==> config.mk <==
export PLATFORM = sky130hd
export DESIGN_NAME = cache_array
export DESIGN_NICKNAME = d
export VERILOG_FILES = /design/src/rtl/cache_array.sv
export SDC_FILE = /design/constraint.sdc
export NUM_CORES = 1
export LEC_CHECK = 0
export BUFFER_PORTS_ARGS = -buffer_cell sky130_fd_sc_hd__buf_2
export CAP_MARGIN = 20
export CORE_UTILIZATION = 50
export DETAILED_ROUTE_END_ITERATION = 12
export PLACE_DENSITY = 0.7
export SYNTH_ARGS = -nofsm -noshare
export SYNTH_HDL_FRONTEND = slang
export SYNTH_SLANG_ARGS = --single-unit
==> constraint.sdc <==
create_clock -name clock -period 4.89 [get_ports clock]
set_clock_uncertainty 0.1 [all_clocks]
set_input_delay 0.978 -clock clock [delete_from_list [all_inputs] [get_ports clock]]
set_output_delay 0.978 -clock clock [all_outputs]
set_load 0.02 [all_outputs]
==> src/rtl/cache_array.sv <==
// ---------------------------------------------------------------------------
// cache_array
//
// Direct-mapped cache of LINES lines. Each line holds a valid bit, a tag and
// one data word. It supports read lookups, write-on-hit, forced allocation
// and a multi-cycle flush sweep that invalidates every line. All responses
// are registered and appear one cycle after the request is sampled.
//
// Address split: index = in_addr[IDX_W-1:0], tag = in_addr[ADDR_W-1:IDX_W].
//
// Optional feature macro: CACHE_STATS_EN
//   When defined, adds saturating read hit/miss counters (hit_count,
//   miss_count). These are cleared only by reset.
//
// Ports:
//   clock        in   rising-edge clock
//   reset        in   asynchronous active-high reset
//   in_addr      in   request address
//   in_val       in   write data
//   read         in   read request
//   write        in   write request (ignored when read is also high)
//   force_write  in   allocate the line on write even on a miss
//   flush        in   start the invalidate sweep
//   resp_valid   out  one-cycle pulse marking an accepted access
//   hit          out  lookup result of the last accepted access
//   out_val      out  read data of the last accepted read (0 on miss)
//   busy         out  flush sweep in progress, accesses ignored
//   hit_count    out  (CACHE_STATS_EN) accepted reads that hit
//   miss_count   out  (CACHE_STATS_EN) accepted reads that missed
// ---------------------------------------------------------------------------
module cache_array #(
    parameter int ADDR_W = 8,
    parameter int DATA_W = 32,
    parameter int LINES  = 4,
    parameter int STAT_W = 16
) (
    input  logic              clock,
    input  logic              reset,
    input  logic [ADDR_W-1:0] in_addr,
    input  logic [DATA_W-1:0] in_val,
    input  logic              read,
    input  logic              write,
    input  logic              force_write,
    input  logic              flush,
    output logic              resp_valid,
    output logic              hit,
    output logic [DATA_W-1:0] out_val,
    output logic              busy
`ifdef CACHE_STATS_EN
    ,
    output logic [STAT_W-1:0] hit_count,
    output logic [STAT_W-1:0] miss_count
`endif
);

    localparam int IDX_W = $clog2(LINES);
    localparam int TAG_W = ADDR_W - IDX_W;
    localparam logic [IDX_W-1:0] LAST_IDX = IDX_W'(LINES - 1);

    // Reject configurations the index arithmetic cannot represent.
    if (LINES < 2 || (1 << IDX_W) != LINES || STAT_W < 1) begin : gBadParams
        $error("cache_array: LINES must be a power of two >= 2 and STAT_W >= 1");
    end

    typedef enum logic {
        IDLE,
        FLUSH
    } state_t;

    state_t            state_q;
    logic [LINES-1:0]  valid_q;
    logic [IDX_W-1:0]  sweep_q;
    logic [IDX_W-1:0]  sweep_d;
    logic              resp_q;
    logic              hit_q;
    logic [DATA_W-1:0] outVal_q;
    logic              busy_q;

    logic [TAG_W-1:0]  tagMem_q  [LINES];
    logic [DATA_W-1:0] dataMem_q [LINES];

    logic [IDX_W-1:0]  idx;
    logic [TAG_W-1:0]  tag;
    logic              hitC;
    logic              readAccept;
    logic              writeAccept;
    logic              allocate;

    assign idx  = in_addr[IDX_W-1:0];
    assign tag  = in_addr[ADDR_W-1:IDX_W];
    assign hitC = valid_q[idx] && (tagMem_q[idx] == tag);

    // Flush wins over read, read wins over write; nothing is accepted mid-sweep.
    assign readAccept  = (state_q == IDLE) && !flush && read;
    assign writeAccept = (state_q == IDLE) && !flush && !read && write;
    assign allocate    = writeAccept && (hitC || force_write);

    // The sweep index wraps naturally at LINES.
    assign sweep_d = sweep_q + 1'b1;

    assign resp_valid = resp_q;
    assign hit        = hit_q;
    assign out_val    = outVal_q;
    assign busy       = busy_q;

    // Control FSM: owns valid bits, the sweep index and all registered outputs.
    always_ff @(posedge clock or posedge reset) begin
        if (reset) begin
            state_q  <= IDLE;
            valid_q  <= '0;
            sweep_q  <= '0;
            resp_q   <= 1'b0;
            hit_q    <= 1'b0;
            outVal_q <= '0;
            busy_q   <= 1'b0;
        end else begin
            case (state_q)
                IDLE: begin
                    resp_q <= 1'b0;
                    if (flush) begin
                        state_q <= FLUSH;
                        sweep_q <= '0;
                        busy_q  <= 1'b1;
                    end else if (readAccept) begin
                        resp_q   <= 1'b1;
                        hit_q    <= hitC;
                        outVal_q <= hitC ? dataMem_q[idx] : '0;
                    end else if (writeAccept) begin
                        resp_q <= 1'b1;
                        hit_q  <= hitC;
                        if (allocate) begin
                            valid_q[idx] <= 1'b1;
                        end
                    end
                end
                FLUSH: begin
                    resp_q           <= 1'b0;
                    valid_q[sweep_q] <= 1'b0;
                    sweep_q          <= sweep_d;
                    if (sweep_q == LAST_IDX) begin
                        state_q <= IDLE;
                        busy_q  <= 1'b0;
                    end
                end
                default: begin
                    state_q <= IDLE;
                    busy_q  <= 1'b0;
                    resp_q  <= 1'b0;
                end
            endcase
        end
    end

    // Tag and data storage carry no reset; valid bits alone define contents.
    always_ff @(posedge clock) begin
        if (allocate) begin
            tagMem_q[idx]  <= tag;
            dataMem_q[idx] <= in_val;
        end
    end

`ifdef CACHE_STATS_EN
    logic [STAT_W-1:0] hitCount_q;
    logic [STAT_W-1:0] missCount_q;

    assign hit_count  = hitCount_q;
    assign miss_count = missCount_q;

    // Saturating read statistics; a flush leaves them untouched.
    always_ff @(posedge clock or posedge reset) begin
        if (reset) begin
            hitCount_q  <= '0;
            missCount_q <= '0;
        end else if (readAccept) begin
            if (hitC) begin
                if (hitCount_q != '1) begin
                    hitCount_q <= hitCount_q + 1'b1;
                end
            end else begin
                if (missCount_q != '1) begin
                    missCount_q <= missCount_q + 1'b1;
                end
            end
        end
    end
`endif

endmodule

# ---- Yosys cells after proc, flatten, opt, wreduce, memory -nomap -nowiden
# Memories as Yosys holds them, arrays and structs flattened.
# Index checks and enable logic that the tools add are counted.
dict set report totals {
  latchBits 0
  rom_bits 0
  register_bits 42
  input_bits 46
  n_memories 2
  ramBits 152
  elab_cells 71
}
dict set report classes {
  div_mod_pow 0
  n_bitwise 5
  n_eq_ne 8
  n_reduce_logical 16
  magnitude_cmp 4
  addsub 1
  multipliers 0
  shift 0
  mux 28
}
# name words width rd rd_ports_with_merged_regs wr line
set memory_table {}
lappend memory_table {dataMem_q 4 32 1 0 1 80} ;# logic [DATA_W-1:0] dataMem_q [LINES];
lappend memory_table {tagMem_q 4 6 1 0 1 79} ;# logic [TAG_W-1:0] tagMem_q [LINES];
# operator count
set op_table {}
lappend op_table {{$mux W32} 1}
lappend op_table {{$mux W4} 4}
lappend op_table {{$mux W1} 14}
lappend op_table {{$ne A2 B2 Y1 const B} 5}
lappend op_table {{$logic_and A1 B1 Y1} 8}
lappend op_table {{$pmux W4 S2} 1}
lappend op_table {{$eq A6 B6 Y1} 1}
lappend op_table {{$lt A2 B3 Y1 const B} 2}
lappend op_table {{$pmux W1 S2} 3}
lappend op_table {{$reduce_and A3 Y1} 2}
lappend op_table {{$and A4 B4 Y4} 1}
lappend op_table {{$demux W1 S2} 2}
lappend op_table {{$ge A2 B1 Y1 const B} 2}
lappend op_table {{$not A4 Y4} 1}
lappend op_table {{$or A4 B4 Y4} 1}
lappend op_table {{$pmux W2 S2} 1}
lappend op_table {{$reduce_and A4 Y1} 1}
lappend op_table {{$add A2 B1 Y2 const B} 1}
lappend op_table {{$bmux W1 S2} 1}
lappend op_table {{$eq A2 B2 Y1 const B} 1}
lappend op_table {{$logic_not A1 Y1} 2}
lappend op_table {{$mux W2} 1}
lappend op_table {{$ne A2 B1 Y1 const B} 1}
lappend op_table {{$not A1 Y1} 2}
lappend op_table {{3 further kinds} 3}

# ---- Longest topological paths before layout
# Gate-level depths: netlist of the first run.
dict set report logic_depth {
  ltp_word 10
  depth_mapped 7
  depth_no_buf 5
}

# ---- Least setup slack after synthesis of the first run
# OpenSTA, ideal clock, no wires.
dict set report synth_path {
  path_type {in2reg}
  from {input in_addr[1]}
  to {memory dataMem_q[0][0] (enable)}
  stages 7
  required_ps 4344
  n_path_buf 2
  arrival_time_ps 4416
  slack_ps -72
  path_cell_list {clkbuf_1 -> mux4_2 -> xor2_1 -> nor4_2 -> nand3_2 -> buf_6 -> a21oi_1}
}
dict set report synth_via {
  elab_chain_len 7
  word_cells_on_any_way 9
  cone_classes {eq/ne (1); mux (4); reduce/logical (3); memory (1)}
}
# item line
set synth_rtl {}
lappend synth_rtl {{start, declared} 39} ;# input logic [ADDR_W-1:0] in_addr,
lappend synth_rtl {{$mem_v2 Z4 W6 or $bmux W1 S2 (tied branches)} --}
lappend synth_rtl {{$eq A6 B6 Y1 or $mux W1 (tied branches)} 91} ;# assign hitC = valid_q[idx] && (tagMem_q[idx] == tag);
lappend synth_rtl {{$logic_and A1 B1 Y1} 91}
lappend synth_rtl {{$logic_or A1 B1 Y1} 96} ;# assign allocate = writeAccept && (hitC || force_write);
lappend synth_rtl {{$logic_and A1 B1 Y1} 96}
lappend synth_rtl {{$mux W1} 156} ;# if (allocate) begin
lappend synth_rtl {{$mux W1 (implied by the code)} 158} ;# dataMem_q[idx] <= in_val;
lappend synth_rtl {{end, declared} 80}
# Several ways; a longest one is shown, not always the timed one. The select of a mux whose other input is x is not followed.

# ---- Final worst setup path of the first run
dict set report layout_path {
  from {input in_addr[1]}
  to {memory dataMem_q[3][24] (enable)}
}
# Same word-level chain as after synthesis.

==> results by group, run 1 <==
CTS
  – CTS tree: built
  – Hold Buf Count CTS: 0
  – Clock sink total: 194
  – Clock Root Buffer: clkbuf_16
  – CTS Buf Count: 17
  – Clock tree buffer depth: 2
  – Post-CTS Resized: 0
  – Htree depth: 4
  – Clk pin slew, worst setup/hold paths: 0.07 ns
  – Worst-Skew Late Latency: 0.43 ns
  – Postcts setup bufs: 0

Finish
  – Area of the multi-input gates: 1660 µm²
  – Layout area overhead: 17.2%
  – Ant. Diodes: 0
  – Register area: 5620 µm²
  – Nets@finish: 552
  – Core Util, Final: 61.0%
  – Share of post-route cells with drive strength above 1: 32.4%
  – # fillers: 1020
  – Post-route cell area: 8640 µm²

Power and ir drop
  – Cell-internal power: 2680 µW
  – Pwr Total: 3390 µW
  – Switching Fraction: 20.9%
  – Part of the power in registers: 54.2%
  – Pwr Density: 393 nW/µm²
  – Worst VDD drop: 0.575 mV
  – Clk pwr share: 39.1%
  – Part of the power in combinational logic: 6.7%
  – Leakage: 0.00316 µW
  – Net switching power figure: 709 µW

Yosys
  – Register area share after synthesis: 76.2%
  – Number of synthesized flops with an enable pin: 152
  – Cell taking the most area after synthesis: edfxtp_1
  – Ys async rst share: 21.6%
  – Synth cell count leaders: edfxtp_1 (152), nand2_1 (81), dfrtp_1 (42)
  – Netlist Area Pre-Place: 7370 µm²
  – Synth Net Count: 461
  – Syn_area_per_cell: 17.9 µm²
  – Yosys reg bits: 194
  – Share of the synthesized area in the top cell type: 61.9%
  – Top FF cell, synth: edfxtp_1
  – Top post-synthesis cells by area: edfxtp_1 (62%), dfrtp_1 (14%), mux4_2 (11%)
  – Synth warn: 0
  – Most frequent cell after synthesis: edfxtp_1
  – Mapped Cells: 411
  – Synth cell types: 29

Placed design
  – Routability congestion estimate: 0.753
  – Post-Place Worst Slack: 0.885 ns
  – DP HPWL: 8380 µm
  – Placement Cell Area: 8040 µm²
  – Port bufs: 80

Global route
  – Vias in the first global route: 3755
  – First-pass GRT wire length: 19900 µm
  – Gr ovfl total: 0
  – Largest net degree at the start of global routing: 43
  – Antenna violations before repair: 0
  – Gr usage total: 18.7%

Floorplanning
  – Num rows: 43
  – Die ar.: 15200 µm²
  – I/O Pins: 81
  – Floorplan Core Area: 14100 µm²
  – Die extent in x: 123 µm
  – Initial core utilization: 52.1%
  – Die H: 123 µm

Worst setup path
  – Crit Path Max Fanout: 23
  – Setup crit start: in_addr[1]
  – Worst setup SP type: input port
  – CP required: 4.91 ns
  – Crit Path Category: in2reg
  – Data arrival, critical path: 3.54 ns
  – R2r startpoint: tagMem_q[3][2]
  – Worst setup EP type: flip-flop
  – R2r setup slk: 1.91 ns

Drt
  – Final ANT Viol Nets: 0
  – Met3 WL post-DR: 513 µm
  – Uppermost layer routed: met4
  – WL per Instance: 18.5 µm
  – Post-route DRC violation count: 0
  – Drt pass-1 iters: 4
  – WL met2: 6850 µm
  – Initial DRC count: 245
  – Via/cell ratio: 5.37
  – Vias: 3734
  – Met1 WL: 5320 µm
  – Routed wire length: 12900 µm

STA
  – Final worst slack: 1.37 ns
  – Max-slew headroom: 37.6%
  – TNS Setup: 0 ns
  – Final setup vio count: 0
  – Slew @ Worst Pin: 0.935 ns
  – Pins Over Slew Limit: 0
  – RSZ-0062 raised after global routing: false
  – Fmax: 284 MHz
  – Post-route clock period utilization: 72.0%
  – Fin. Hold Viols: 0
  – Minimum clock period after layout: 3.52 ns

Status
  – Outcome: finished clean

Worst hold path
  – Worst hold path type: reg2reg
  – Worst hold start: valid_q[3]

Flow run
  – MaxCap Viol Count: 0
==> sequential cells by signal (all words and copies together) (netlist names) <==
register / flops
resp_valid: 1
hit: 1
dataMem_q: 128
sweep_q: 2
out_val: 32
valid_q: 4
tagMem_q: 24
busy: 1
state_q: 1
==> routing by layer <==
layer / up-vias / global-route usage, %
met5: - / 0
met4: 0 / 6.25
met3: 19 / 5.26
met2: 76 / 31.6
met1: 1896 / 23.2
li1: 1743 / -
==> through the flow <==
stage / hold slack, ns / std cells
2_1_floorplan: 0.332 / 411
3_5_place_dp: 0.358 / 662
5_1_grt: 0.408 / 695
4_1_cts: 0.377 / 694
6_report: 0.376 / 695
3_3_place_gp: 0.358 / 662
==> layout by cell type, fill, tap and decap left out, drive strengths merged, types with 3 or more instances in the layout <==
cell type | netlist | layout
a21oi | 5 | 5
buf | 11 | 93
clkbuf | 10 | 21
clkinv | 0 | 8
dfrtp | 42 | 42
edfxtp | 152 | 152
ha | 4 | 4
inv | 6 | 7
mux2i | 4 | 4
mux4 | 37 | 37
nand2 | 81 | 81
nand3 | 5 | 5
nor2 | 3 | 3
o21ai | 32 | 32
xnor2 | 3 | 3
xor2 | 4 | 4
==> cell type report <==
class | instances | area share (%)
Tap cell | 180 | 2.61
Timing Repair Buffer | 93 | 6.29
Clock inverter | 11 | 1.27
Inverter | 6 | 0.261
Multi-Input combinational cell | 190 | 19.2
Clock buffer | 21 | 5.33
Sequential cell | 194 | 65.0
==> power by group through the flow <==
stage	combinational, µW	clock [µW]	sequential, µW
2_1_floorplan	146	0	1870
3_3_place_gp	218	0	1870
3_5_place_dp	228	0	1870
6_report	228	1330	1840
4_1_cts	228	1350	1840
5_1_grt	256	1420	1840
==> path summary, 6_finish.rpt <==
check                      depth (start not counted)                to
setup / recovery                                   7  dataMem_q[3][24]
hold / removal                                     2        valid_q[3]
setup reg to reg                                   6  dataMem_q[3][24]
hold reg to reg                                    2        valid_q[3]
max in group asynchronous                          2       out_val[25]
min in group asynchronous                          2              busy
==> cell families after synthesis <==
family	synth area share (%)
xor+xnor	0.832
mux	12.2
flops	76.2
compound gates	2.94
fa+ha+maj	0.679
simple gates	5.32
buf+inv	1.87
==> critical path: stages <==
cell and delay (ns):
buf_2 0.43, mux4_2 0.39, xor2_1 0.16, nor4_2 0.37, nand3_2 0.29, a21oi_4 0.63
buf_12 0.27
No activity file was read; power rests on OpenSTA's default activity.
==> inputs of run 2 (changes only) <==
clock period = 3.7 ns   (was 4.89 ns; I/O delays follow)
==> run 2 against run 1 <==
Effect of this change:
- global-route usage is 0.54 points higher
- non-clock buffer count is 7 higher
- first-iteration DRC count is 3.7% lower
- die area stayed put
- utilization is 0.39 points higher
- combinational power is 35% higher
- sequential share of layout area is 0.41 points lower
- critical path depth stayed put
- sequential power is 32% higher
- largest power group unchanged
- highest routed layer unchanged
==> results by group, run 2 (synthesized netlist as in run 1, its figures left out) <==
CTS
  – Post-CTS Resized: 0 (unchanged)
  – CTS tree: built (unchanged)
  – Htree depth: 4 (unchanged)
  – Clock tree buffer depth: 2 (unchanged)
  – CTS Buf Count: 17 (unchanged)
  – Hold Buf Count CTS: 0 (unchanged)
  – Worst-Skew Late Latency: 0.43 ns (about the same)
  – Clock sink total: 194 (unchanged)
  – Postcts setup bufs: 0 (unchanged)
  – Clk pin slew, worst setup/hold paths: 0.07 ns (about the same)
  – Clock Root Buffer: clkbuf_16 (unchanged)

Worst setup path
  – Crit Path Category: in2reg (unchanged)
  – CP required: 3.73 ns (was 4.91 ns)
  – Crit Path Max Fanout: 10 (was 23)
  – Worst setup EP type: flip-flop (unchanged)
  – Data arrival, critical path: 2.96 ns (was 3.54 ns)
  – Worst setup SP type: input port (unchanged)

STA
  – Final worst slack: 0.770 ns (was 1.37 ns)
  – RSZ-0062 raised after global routing: false (unchanged)
  – Fmax: 341 MHz
  – Pins Over Slew Limit: 0 (unchanged)
  – Slew @ Worst Pin: 0.502 ns (was 0.935 ns)
  – Fin. Hold Viols: 0 (unchanged)
  – Final setup vio count: 0 (unchanged)
  – Post-route clock period utilization: 79.2%
  – TNS Setup: 0 ns (unchanged)
  – Worst hold slack: 0.0872 ns (was 0.376 ns)
  – Max-slew headroom: 66.5% (was 37.6%)
  – Minimum clock period after layout: 2.93 ns

Global route
  – First-pass GRT wire length: 20600 µm (was 19900 µm)
  – Gr usage total: 19.2% (was 18.7%)
  – Largest net degree at the start of global routing: 43 (unchanged)
  – Vias in the first global route: 3843 (was 3755)
  – Antenna violations before repair: 0 (unchanged)
  – Gr ovfl total: 0 (unchanged)

Finish
  – Largest Register: dataMem_q (unchanged)
  – Commonest non-fill, non-tap cell in the layout: edfxtp_1 (unchanged)
  – Share of post-route cells with drive strength above 1: 33.1% (was 32.4%)
  – Ant. Diodes: 0 (unchanged)
  – Commonest cells after routing, fill and taps aside: edfxtp_1 (152), nand2_1 (81), buf_2 (80) (unchanged)
  – # fillers: 1015 (was 1020)
  – Nets@finish: 559 (was 552)
  – Layout area overhead: 18.0% (was 17.2%)
  – Largest register FFs: 128 (unchanged)

Placed design
  – Port bufs: 80 (unchanged)
  – Routability congestion estimate: 0.716 (was 0.753)
  – Post-Place Worst Slack: 0.274 ns (was 0.885 ns)
  – DP HPWL: 8700 µm (was 8380 µm)

Floorplanning
  – Initial core utilization: 52.1% (unchanged)
  – Die ar.: 15200 µm² (unchanged)
  – Num rows: 43 (unchanged)
  – Die extent in x: 123 µm (unchanged)
  – Die H: 123 µm (unchanged)
  – I/O Pins: 81 (unchanged)
  – Floorplan Core Area: 14100 µm² (unchanged)

Drt
  – Vias: 3756 (was 3734)
  – Initial DRC count: 236 (was 245)
  – Post-route DRC violation count: 0 (unchanged)
  – Final ANT Viol Nets: 0 (unchanged)
  – Via/cell ratio: 5.35 (was 5.37)
  – Routed wire length: 13200 µm (was 12900 µm)
  – WL per Instance: 18.8 µm (was 18.5 µm)
  – Drt pass-1 iters: 5 (was 4)

Power and ir drop
  – Worst VDD drop: 0.359 mV (was 0.575 mV)
  – Pwr Density: 517 nW/µm² (was 393 nW/µm²)
  – Leakage: 0.00317 µW (was 0.00316 µW)
  – Pwr Total: 4500 µW (was 3390 µW)

Worst hold path
  – Worst hold path type: in2async (was reg2reg)

Status
  – Outcome: finished clean (unchanged)

Flow run
  – MaxCap Viol Count: 0 (unchanged)
==> run 2: per-stage QoR <==
step,instances,instance area [µm²],utilization [%]
after global routing,702,8690,61.4
final,702,8690,61.4
after detailed placement,669,8100,57.3
after floorplan,411,7380,-
after global placement,669,8100,57.3
after CTS,701,8670,61.3
==> run 2: layer usage <==
metal	GRT usage, %	wire length [µm]
met5	0	0
met4	6.33	150
met3	5.26	510
met2	30.6	6430
met1	25.8	6080
==> run 2: power breakdown <==
| part | internal, µW | switching [µW] |
|---|---|---|
| sequential | 2390 | 34.5 |
| clock | 993 | 768 |
| combinational | 128 | 179 |
| total | 3510 | 982 |
==> run 2: worst paths after layout <==
check,slack (ns),depth (start not counted),end,startpoint
max in group asynchronous,2.94,3,out_val[3],reset
setup reg to reg,0.99,6,dataMem_q[2][2],tagMem_q[2][2]
setup / recovery,0.77,7,dataMem_q[2][2],in_addr[0]
hold reg to reg,0.37,2,valid_q[0],valid_q[0]
hold / removal,0.09,2,out_val[24],reset
min in group clock,0.37,2,valid_q[0],valid_q[0]
==> run 2: final cells by class <==
| type | count | area (µm²) | area share, % |
|---|---|---|---|
| clock buffers | 19 | 433 | 4.98 |
| clock inverters | 13 | 135 | 1.55 |
| inverters | 6 | 22.5 | 0.259 |
| multi-input cells | 190 | 1660 | 19.1 |
| flip-flops and latches | 194 | 5620 | 64.6 |
| well taps | 180 | 225 | 2.59 |
| repair buffers | 100 | 601 | 6.91 |
==> run 2: worst max-delay path, cell delays in order <==
cell and delay [ns]:
buf_2 0.21, mux4_2 0.54, xor2_1 0.16, nor4_2 0.32, nand3_2 0.30, a21oi_4 0.42
buf_4 0.26
==> inputs of run 3 (changes only) <==
PLACE_DENSITY = 0.72   (was 0.7)
clock period = 2.4 ns   (was 3.7 ns; I/O delays follow)
==> run 3 against run 2 <==
Effect of this change:
- the flow now finishes with violations (negative setup slack)
- sequential power is 54% higher
- utilization grew 0.97 points
- sequential share of layout area down 1.0 points
==> results by group, run 3 (synthesized netlist as in run 1, its figures left out) <==
Status
  – Outcome: complete, but fails checks (was finished clean)
  – Violated checks: negative setup slack

STA
  – Final setup vio count: 152 (was 0)
  – Post-route clock period utilization: 104%
  – Fin. Hold Viols: 0 (unchanged)
  – Worst hold slack: 0.163 ns (was 0.0872 ns)
  – Fmax: 401 MHz
  – Minimum clock period after layout: 2.49 ns
  – Pins Over Slew Limit: 0 (unchanged)
  – Final worst slack: -0.0914 ns (was 0.770 ns)
  – Slew @ Worst Pin: 0.465 ns (was 0.502 ns)
  – RSZ-0062 raised after global routing: true (was false)
  – Max-slew headroom: 69.0% (was 66.5%)

Placed design
  – Routability congestion estimate: 0.757 (was 0.716)
  – Post-Place Worst Slack: -0.562 ns (was 0.274 ns)
  – Placement Cell Area: 8220 µm² (was 8100 µm²)
  – DP HPWL: 8720 µm (was 8700 µm)
  – Port bufs: 80 (unchanged)

Worst setup path
  – Crit Path Max Fanout: 20 (was 10)
  – Setup crit end: tagMem_q[2][2] (was dataMem_q[2][2])
  – R2r setup slk: -0.09 ns (was 0.99 ns)
  – Critical R2R Capture: tagMem_q[2][2] (was dataMem_q[2][2])
  – Worst setup EP type: flip-flop (unchanged)
  – Setup crit start: tagMem_q[3][1] (was in_addr[0])
  – Data arrival, critical path: 2.52 ns (was 2.96 ns)
  – R2R cell count: 6 (unchanged)
  – Crit Path Category: reg2reg (was in2reg)
  – R2r startpoint: tagMem_q[3][1] (was tagMem_q[2][2])
  – Worst setup SP type: flip-flop (was input port)
  – CP required: 2.43 ns (was 3.73 ns)

Finish
  – Register area: 5620 µm² (unchanged)
  – Commonest non-fill, non-tap cell in the layout: edfxtp_1 (unchanged)
  – Core Util, Final: 62.4% (was 61.4%)
  – Share of post-route cells with drive strength above 1: 34.8% (was 33.1%)
  – Post-route cell area: 8830 µm² (was 8690 µm²)
  – Layout area overhead: 19.8% (was 18.0%)
  – Nets@finish: 565 (was 559)
  – Largest register FFs: 128 (unchanged)
  – Ant. Diodes: 0 (unchanged)
  – # fillers: 1022 (was 1015)
  – Largest Register: dataMem_q (unchanged)
  – Area of the multi-input gates: 1680 µm² (was 1660 µm²)
  – Commonest cells after routing, fill and taps aside: edfxtp_1 (152), nand2_1 (81), buf_2 (80) (unchanged)

Global route
  – Gr usage total: 19.6% (was 19.2%)
  – Antenna violations before repair: 0 (unchanged)
  – First-pass GRT wire length: 21000 µm (was 20600 µm)
  – Vias in the first global route: 3868 (was 3843)
  – Gr ovfl total: 0 (unchanged)
  – Largest net degree at the start of global routing: 33 (was 43)

Floorplanning
  – Die ar.: 15200 µm² (unchanged)
  – Die H: 123 µm (unchanged)
  – I/O Pins: 81 (unchanged)
  – Floorplan Core Area: 14100 µm² (unchanged)
  – Initial core utilization: 52.1% (unchanged)
  – Num rows: 43 (unchanged)
  – Die extent in x: 123 µm (unchanged)

Flow run
  – MaxCap Viol Count: 0 (unchanged)

Drt
  – Routed wire length: 13500 µm (was 13200 µm)
  – WL per Instance: 19.1 µm (was 18.8 µm)
  – Post-route DRC violation count: 0 (unchanged)
  – Drt pass-1 iters: 5 (unchanged)
  – Initial DRC count: 309 (was 236)
  – Via/cell ratio: 5.38 (was 5.35)
  – Final ANT Viol Nets: 0 (unchanged)
  – Vias: 3812 (was 3756)

CTS
  – Clock tree buffer depth: 2 (unchanged)
  – CTS Buf Count: 17 (unchanged)
  – Clk pin slew, worst setup/hold paths: 0.07 ns (about the same)
  – Htree depth: 4 (unchanged)
  – Worst-Skew Late Latency: 0.43 ns (about the same)
  – Clock Root Buffer: clkbuf_16 (unchanged)
  – CTS tree: built (unchanged)
  – Clock sink total: 194 (unchanged)

Power and ir drop
  – Worst VDD drop: 0.531 mV (was 0.359 mV)
  – Pwr Total: 6970 µW (was 4500 µW)
  – Pwr Density: 790 nW/µm² (was 517 nW/µm²)
  – Leakage: 0.00323 µW (was 0.00317 µW)

Worst hold path
  – Worst hold path type: in2reg (was in2async)
run 3: changes by cell type in the layout (fill, tap and decap cells not counted):
cell and delta:
nand3_2 -1, clkinv_4 +1, buf_12 +5, clkbuf_8 +1, o21ai_0 -3, inv_8 -1
dlygate4sd3_1 +1, inv_6 +1, o21ai_2 +3, clkinv_2 +3, nand3_4 +1, clkinv_1 -3
clkinvlp_4 -2
run 3: worst min path at each step:
stage	start	end	slack, ns	cells past startpoint
after global routing	in_val[22]	dataMem_q[3][22]	0.16	1
after detailed placement	valid_q[3]	valid_q[3]	0.36	2
after CTS	in_val[19]	dataMem_q[2][19]	0.15	1
after floorplan	valid_q[3]	valid_q[3]	0.33	2
after global placement	valid_q[1]	valid_q[1]	0.35	2
final	in_val[19]	dataMem_q[2][19]	0.16	1
run 3: cell type report:
cell class | instances | share of cell area [%]
Sequential cell | 194 | 63.6
Clock inverter | 12 | 1.47
Clock buffer | 20 | 5.06
Multi-Input combinational cell | 190 | 19.0
Inverter | 6 | 0.255
Timing Repair Buffer | 106 | 8.05
Tap cell | 180 | 2.55
run 3: report_power, final:
| part | switching, µW | total (µW) | internal [µW] |
|---|---|---|---|
| Clock | 1180 | 2750 | 1560 |
| Sequential | 52.5 | 3740 | 3690 |
| Combinational | 283 | 486 | 203 |
run 3: repair_timing:
action / CTS / global route
setup buffers: 1 / 0
resized for setup: 3 / 4
endpoints found under the hold margin: 18 / 0
setup endpoints to repair: 153 / 174
hold buffers: 1 / 0
pin swaps: 1 / 0
run 3: per-stage QoR:
step                      std cells  setup TNS [ns]
after floorplan                 411         -107.79
after global placement          674          -82.54
after detailed placement        674          -93.51
after CTS                       708          -13.24
after global routing            708          -24.02
final                           708          -10.59
run 3: per-layer routing:
metal	track usage, %	vias to the layer above	part of all wire (%)
met3	4.24	9	5.0
met2	30.8	97	50
met4	8.06	0	1.0
met5	0	-	0
li1	-	1768	-
met1	26.8	1938	44
run 3: worst max-delay path, stage by stage, from the launching register on:
cell and delay (ns):
edfxtp_1 0.37, mux4_2 0.48, xor2_1 0.16, nor4_2 0.39, nand3_4 0.21, a21oi_4 0.27
buf_12 0.21
